**config.mk**
```make
export PLATFORM = sky130hd
export DESIGN_NAME = id_ex_stage
export DESIGN_NICKNAME = d
export VERILOG_FILES = /design/src/rtl/core_pkg.sv /design/src/rtl/operand_fwd_mux.sv /design/src/rtl/id_ex_stage.sv
export SDC_FILE = /design/constraint.sdc
export NUM_CORES = 1
export LEC_CHECK = 0
export ABC_AREA = 1
export CAP_MARGIN = 40
export CORE_MARGIN = 2
export CORE_UTILIZATION = 39
export CTS_BUF_LIST = sky130_fd_sc_hd__clkbuf_8
export DETAILED_ROUTE_END_ITERATION = 12
export PLACE_DENSITY = 0.79
export REMOVE_ABC_BUFFERS = 1
export SLEW_MARGIN = 20
export SYNTH_ARGS = -nofsm -noshare
export SYNTH_HDL_FRONTEND = slang
export SYNTH_SLANG_ARGS = --single-unit
```
**constraint.sdc**
```tcl
create_clock -name clk -period 1.43 [get_ports clk]
set_input_delay 0.429 -clock clk [delete_from_list [all_inputs] [get_ports clk]]
set_output_delay 0.429 -clock clk [all_outputs]
set_load 0.01 [all_outputs]
```
**src/rtl/core_pkg.sv**
```systemverilog
// Shared definitions for the RV32I pipeline: datapath width, ALU opcodes and
// the field values that make up an ID/EX pipeline bubble.
package core_pkg;

  localparam int XLEN     = 32;
  localparam int ALU_OP_W = 4;

  localparam logic [ALU_OP_W-1:0] ALU_ADD  = 4'd0;
  localparam logic [ALU_OP_W-1:0] ALU_SUB  = 4'd1;
  localparam logic [ALU_OP_W-1:0] ALU_AND  = 4'd2;
  localparam logic [ALU_OP_W-1:0] ALU_OR   = 4'd3;
  localparam logic [ALU_OP_W-1:0] ALU_XOR  = 4'd4;
  localparam logic [ALU_OP_W-1:0] ALU_SLL  = 4'd5;
  localparam logic [ALU_OP_W-1:0] ALU_SRL  = 4'd6;
  localparam logic [ALU_OP_W-1:0] ALU_SRA  = 4'd7;
  localparam logic [ALU_OP_W-1:0] ALU_SLT  = 4'd8;
  localparam logic [ALU_OP_W-1:0] ALU_SLTU = 4'd9;

  // A bubble must never look like a producer or a load to the hazard unit.
  localparam logic       BUBBLE_VALID     = 1'b0;
  localparam logic       BUBBLE_REG_WRITE = 1'b0;
  localparam logic       BUBBLE_IS_LOAD   = 1'b0;
  localparam logic       BUBBLE_IS_STORE  = 1'b0;
  localparam logic       BUBBLE_FWD       = 1'b0;
  localparam logic [4:0] BUBBLE_RD        = 5'd0;

endpackage

```
**src/rtl/operand_fwd_mux.sv**
```systemverilog
// 3:1 priority forwarding mux: MEM-stage result beats WB-stage result, which
// beats the register-file value latched in ID/EX.
module operand_fwd_mux #(
  parameter int W = 32
) (
  input  logic         fwd_mem,
  input  logic         fwd_wb,
  input  logic [W-1:0] reg_data,
  input  logic [W-1:0] result_mem,
  input  logic [W-1:0] result_wb,
  output logic [W-1:0] operand
);

  // Select the youngest available producer of the operand.
  always_comb begin
    operand = reg_data;
    if (fwd_mem) begin
      operand = result_mem;
    end else if (fwd_wb) begin
      operand = result_wb;
    end else begin
      operand = reg_data;
    end
  end

endmodule

```
**src/rtl/id_ex_stage.sv**
```systemverilog
// ID/EX pipeline register with bubble insertion on flush/load-use stall, plus
// the EX-stage operand forwarding and immediate selection feeding the ALU.
module id_ex_stage
  import core_pkg::*;
#(
  parameter int XLEN     = core_pkg::XLEN,
  parameter int ALU_OP_W = core_pkg::ALU_OP_W,
  parameter int CNT_W    = 16
) (
  input  logic                clk,
  input  logic                reset,
  input  logic                valid_ID,
  input  logic [XLEN-1:0]     pc_ID,
  input  logic [XLEN-1:0]     rs1_data_ID,
  input  logic [XLEN-1:0]     rs2_data_ID,
  input  logic [XLEN-1:0]     imm_ID,
  input  logic [4:0]          rd_ID,
  input  logic [ALU_OP_W-1:0] alu_op_ID,
  input  logic                alu_src_imm_ID,
  input  logic                is_load_ID,
  input  logic                is_store_ID,
  input  logic                reg_write_ID,
  input  logic                forward_EX_A,
  input  logic                forward_EX_B,
  input  logic                forward_MEM_A,
  input  logic                forward_MEM_B,
  input  logic                stop_ID,
  input  logic                flush_EX,
  input  logic                hold_EX,
  input  logic [XLEN-1:0]     result_MEM,
  input  logic [XLEN-1:0]     result_WB,
  output logic                valid_EX,
  output logic [XLEN-1:0]     pc_EX,
  output logic [XLEN-1:0]     operand_a_EX,
  output logic [XLEN-1:0]     operand_b_EX,
  output logic [XLEN-1:0]     store_data_EX,
  output logic [4:0]          rd_EX,
  output logic [ALU_OP_W-1:0] alu_op_EX,
  output logic                is_load_EX,
  output logic                is_store_EX,
  output logic                reg_write_EX,
  output logic [CNT_W-1:0]    stall_count,
  output logic [CNT_W-1:0]    flush_count
);

  localparam logic [CNT_W-1:0] CNT_MAX = {CNT_W{1'b1}};

  logic                valid_r;
  logic [XLEN-1:0]     pc_r;
  logic [XLEN-1:0]     rs1_r;
  logic [XLEN-1:0]     rs2_r;
  logic [XLEN-1:0]     imm_r;
  logic [4:0]          rd_r;
  logic [ALU_OP_W-1:0] alu_op_r;
  logic                alu_src_imm_r;
  logic                is_load_r;
  logic                is_store_r;
  logic                reg_write_r;
  logic                fwd_ex_a_r;
  logic                fwd_ex_b_r;
  logic                fwd_mem_a_r;
  logic                fwd_mem_b_r;
  logic [CNT_W-1:0]    stall_cnt_r;
  logic [CNT_W-1:0]    flush_cnt_r;
  logic [XLEN-1:0]     fwd_b_s;

  // Pipeline register: reset > hold > flush > stall > normal capture.
  always_ff @(posedge clk) begin
    if (reset || (!hold_EX && (flush_EX || stop_ID))) begin
      valid_r       <= BUBBLE_VALID;
      pc_r          <= {XLEN{1'b0}};
      rs1_r         <= {XLEN{1'b0}};
      rs2_r         <= {XLEN{1'b0}};
      imm_r         <= {XLEN{1'b0}};
      rd_r          <= BUBBLE_RD;
      alu_op_r      <= {ALU_OP_W{1'b0}};
      alu_src_imm_r <= 1'b0;
      is_load_r     <= BUBBLE_IS_LOAD;
      is_store_r    <= BUBBLE_IS_STORE;
      reg_write_r   <= BUBBLE_REG_WRITE;
      fwd_ex_a_r    <= BUBBLE_FWD;
      fwd_ex_b_r    <= BUBBLE_FWD;
      fwd_mem_a_r   <= BUBBLE_FWD;
      fwd_mem_b_r   <= BUBBLE_FWD;
    end else if (!hold_EX) begin
      valid_r       <= valid_ID;
      pc_r          <= pc_ID;
      rs1_r         <= rs1_data_ID;
      rs2_r         <= rs2_data_ID;
      imm_r         <= imm_ID;
      rd_r          <= rd_ID;
      alu_op_r      <= alu_op_ID;
      alu_src_imm_r <= alu_src_imm_ID;
      is_load_r     <= is_load_ID;
      is_store_r    <= is_store_ID;
      reg_write_r   <= reg_write_ID;
      fwd_ex_a_r    <= forward_EX_A;
      fwd_ex_b_r    <= forward_EX_B;
      fwd_mem_a_r   <= forward_MEM_A;
      fwd_mem_b_r   <= forward_MEM_B;
    end
  end

  // Saturating performance counters; a flush masks a simultaneous stall.
  always_ff @(posedge clk) begin
    if (reset) begin
      stall_cnt_r <= {CNT_W{1'b0}};
      flush_cnt_r <= {CNT_W{1'b0}};
    end else if (hold_EX) begin
      stall_cnt_r <= stall_cnt_r;
      flush_cnt_r <= flush_cnt_r;
    end else if (flush_EX) begin
      if (valid_ID && (flush_cnt_r != CNT_MAX)) begin
        flush_cnt_r <= flush_cnt_r + {{(CNT_W-1){1'b0}}, 1'b1};
      end
    end else if (stop_ID) begin
      if (stall_cnt_r != CNT_MAX) begin
        stall_cnt_r <= stall_cnt_r + {{(CNT_W-1){1'b0}}, 1'b1};
      end
    end
  end

  operand_fwd_mux #(.W(XLEN)) u_fwd_a (
    .fwd_mem    (fwd_ex_a_r),
    .fwd_wb     (fwd_mem_a_r),
    .reg_data   (rs1_r),
    .result_mem (result_MEM),
    .result_wb  (result_WB),
    .operand    (operand_a_EX)
  );

  operand_fwd_mux #(.W(XLEN)) u_fwd_b (
    .fwd_mem    (fwd_ex_b_r),
    .fwd_wb     (fwd_mem_b_r),
    .reg_data   (rs2_r),
    .result_mem (result_MEM),
    .result_wb  (result_WB),
    .operand    (fwd_b_s)
  );

  assign operand_b_EX  = alu_src_imm_r ? imm_r : fwd_b_s;
  assign store_data_EX = fwd_b_s;
  assign valid_EX      = valid_r;
  assign pc_EX         = pc_r;
  assign rd_EX         = rd_r;
  assign alu_op_EX     = alu_op_r;
  assign is_load_EX    = is_load_r;
  assign is_store_EX   = is_store_r;
  assign reg_write_EX  = reg_write_r;
  assign stall_count   = stall_cnt_r;
  assign flush_count   = flush_cnt_r;

endmodule

```
==> metrics <==
status finished, violations left; failing checks setup timing; DIE AREA 23,300 sq um; Peak VDD IR 0.576 mV; clock root cell clkbuf_8; slew margin rel. 71.4%; Highest Clock Rate 0.445 GHz; DRC viols 0; total power 0.0118 W; fraction of layout cells with a size suffix above 1 31.5%; Rows 54; post-synthesis cell count 1,316; Lkg Pwr 6.66 nW; CP max FO 6; final instance area 15,000 sq um; critical path class reg2out; Initial Util 39.6%; final setup violation count 113; gr ovfl total 0; CP Data Required Time 1.00 ns; Power Dens Cells 790 nW/um^2; core area 21,800 sq um; CP delay by family, top buffers and inverters; CP Capture Type output port; final worst slack -0.820 ns; Worst Tran Pin Value 0.428 ns; Area Overhead vs Synth 73.7%; clk_skew 0.0164 ns; # port buffers 387; Worst path max stage delay 0.38 ns; critical path's slowest cell dfxtp_4; Register Area 3680 sq um; placed cell area 13,500 sq um; largest net degree at the start of global routing 84; multi-input combinational cell area 4720 sq um; commonest non-fill, non-tap cell in the layout nand2_1; Min Hold Slack 0.465 ns; TritonRoute pass-1 iters 5; non-filler cells, final 2,107; Post-Place Setup Slack -1.09 ns; Startpoint Class flop; Min-Delay Path Class reg2reg; wire length per cell 18.8 um; fillers 1,698; Hold-fix buffers, CTS 0; max-slew violations 0; syn avg cell area 6.55 sq um; CTS max path bufs 2; ANT cells 0; Worst Path Arrival 1.82 ns; sequential share of the synthesized area 41.4%; Clock transition at path regs 0.09 ns; final count of hold timing violations 0; commonest cells after routing, fill and taps aside 486 x nand2_1, 212 x clkdlybuf4s50_1, 159 x a21oi_1; max-cap violations 0; Via density 5.38; Routed WL 39,600 um; # H-tree levels 4; dpl cells 2,009; Yosys reg bits 178; number of global-route vias before repair 10,800; crit-path cells buf_12 > buf_12 > buf_6 > o211ai_1 > o21ai_1 > nand2_1 > nand2_1 > buf_2; vias post-DR 11,300; CTS tree done; Final ANT Viol Nets 0; first-pass GRT wire length 57,900 um; DIE HEIGHT 153 um; total clock sinks 178; fin nets 2,032; gr usage total 31.0%; RSZ-0062 raised after global routing yes; yosys warns 0; crit path buf inv count 4; minimum clock period 2.25 ns; Placer Congestion 0.895; CTS Buf Count 17; Netlist cell types 26; clk_lat worst skew 0.46 ns; Final period util 157%; first-iteration detailed-routing DRC count 823; initial antenna violation count 1; num ports 388; DP HPWL 23,700 um; mapped cell area 8610 sq um; Die W 153 um
[worst register-to-register path, cell delays in order (launching register included)]
cell     delay [ns]
dfxtp_4        0.36
buf_4          0.13
nand2_1        0.09
nor2_2         0.20
nand2_2        0.10
nor3_2         0.29
buf_4          0.17
a21oi_2        0.05
nor2_1         0.08
[logic make-up (layout without fill, tap and decap cells)]
| family | Yosys count | after routing | share of synthesized area (%) |
|---|---|---|---|
| compound gates | 296 | 296 | 19.1 |
| xor+xnor | 4 | 4 | 0.407 |
| fa+ha+maj | 2 | 2 | 0.290 |
| buf+inv | 187 | 697 | 9.14 |
| flops | 178 | 178 | 41.4 |
| simple gates | 649 | 650 | 29.7 |
[routing by layer]
| layer | part of all wire, % | up-vias | global-route usage (%) | wire [um] |
|---|---|---|---|---|
| met5 | 0 | - | 0 | 0 |
| met4 | 5.3 | 0 | 14.0 | 2110 |
| li1 | - | 5238 | - | - |
| met2 | 49 | 701 | 54.9 | 19400 |
| met3 | 9.5 | 172 | 7.48 | 3750 |
| met1 | 36 | 5234 | 35.2 | 14400 |
[registers in the layout, indices dropped and copies added, names as in the netlist, 4 cells and up]
signal and flops:
flush_count 16, rs2_r 32, stall_count 16, rs1_r 32, imm_r 32, rd_EX 5, pc_EX 32, alu_op_EX 4
[metrics by stage]
step / utilization, % / setup TNS, ns
4_1_cts: 66.6 / -62.89
5_1_grt: 68.8 / -71.19
3_5_place_dp: 61.9 / -153.05
3_3_place_gp: 61.9 / -149.92
6_report: 68.8 / -62.38
2_1_floorplan: - / -657.22
[final timing paths]
kind	from	end	slack [ns]	depth (start not counted)
worst max-delay path	fwd_mem_b_r	operand_b_EX[13]	-0.82	8
worst min-delay path	imm_r[3]	imm_r[3]	0.46	2
worst max register to register	stall_count[5]	stall_count[9]	-0.12	8
worst min register to register	imm_r[3]	imm_r[3]	0.46	2
[Yosys cell counts]
master / instances / area, sq um
nor2_1: 63 / 236
buf_4: 6 / 45.0
nor2_2: 2 / 12.5
inv_1: 95 / 357
clkinv_1: 1 / 3.75
dfxtp_1: 178 / 3560
nor2_4: 4 / 45.0
nand2_2: 4 / 25.0
nand4_1: 4 / 25.0
buf_2: 32 / 160
xor2_1: 2 / 17.5
ha_1: 2 / 25.0
buf_1: 9 / 33.8
xnor2_1: 2 / 17.5
nor3_1: 4 / 20.0
o211ai_1: 64 / 480
nand2_4: 1 / 11.3
nand3_1: 37 / 185
inv_2: 3 / 11.3
nor3_2: 1 / 10.0
buf_6: 3 / 33.8
o21ai_0: 67 / 335
clkbuf_1: 38 / 143
a21oi_1: 165 / 826
nand2_1: 528 / 1980
nand3_2: 1 / 10.0
[report_power, final]
part / switching, W / total, W / internal (W) / leakage [nW]
clock: 0.00195 / 0.00353 / 0.00158 / 0.203
sequential: 0.000115 / 0.00525 / 0.00513 / 1.49
combinational: 0.00144 / 0.00305 / 0.00160 / 4.97
[layout make-up]
class                           count  share of cell area (%)
Clock inverter                     10                   0.652
Sequential cell                   178                    24.6
Inverter                           99                    2.65
Tap cell                          280                    2.34
Timing Repair Buffer              567                    36.3
Multi-Input combinational cell    952                    31.6
Clock buffer                       21                    1.93
[repair_timing]
| item | in CTS | in global routing |
|---|---|---|
| setup endpoints to repair | 205 | 208 |
| hold endpoints to repair | 0 | 0 |
| buffers inserted | 50 | 11 |
| gates cloned | 17 | 1 |
| pin swaps | 67 | 71 |
| resized for setup | 980 | 132 |
Power figures use the tool's default switching activity.
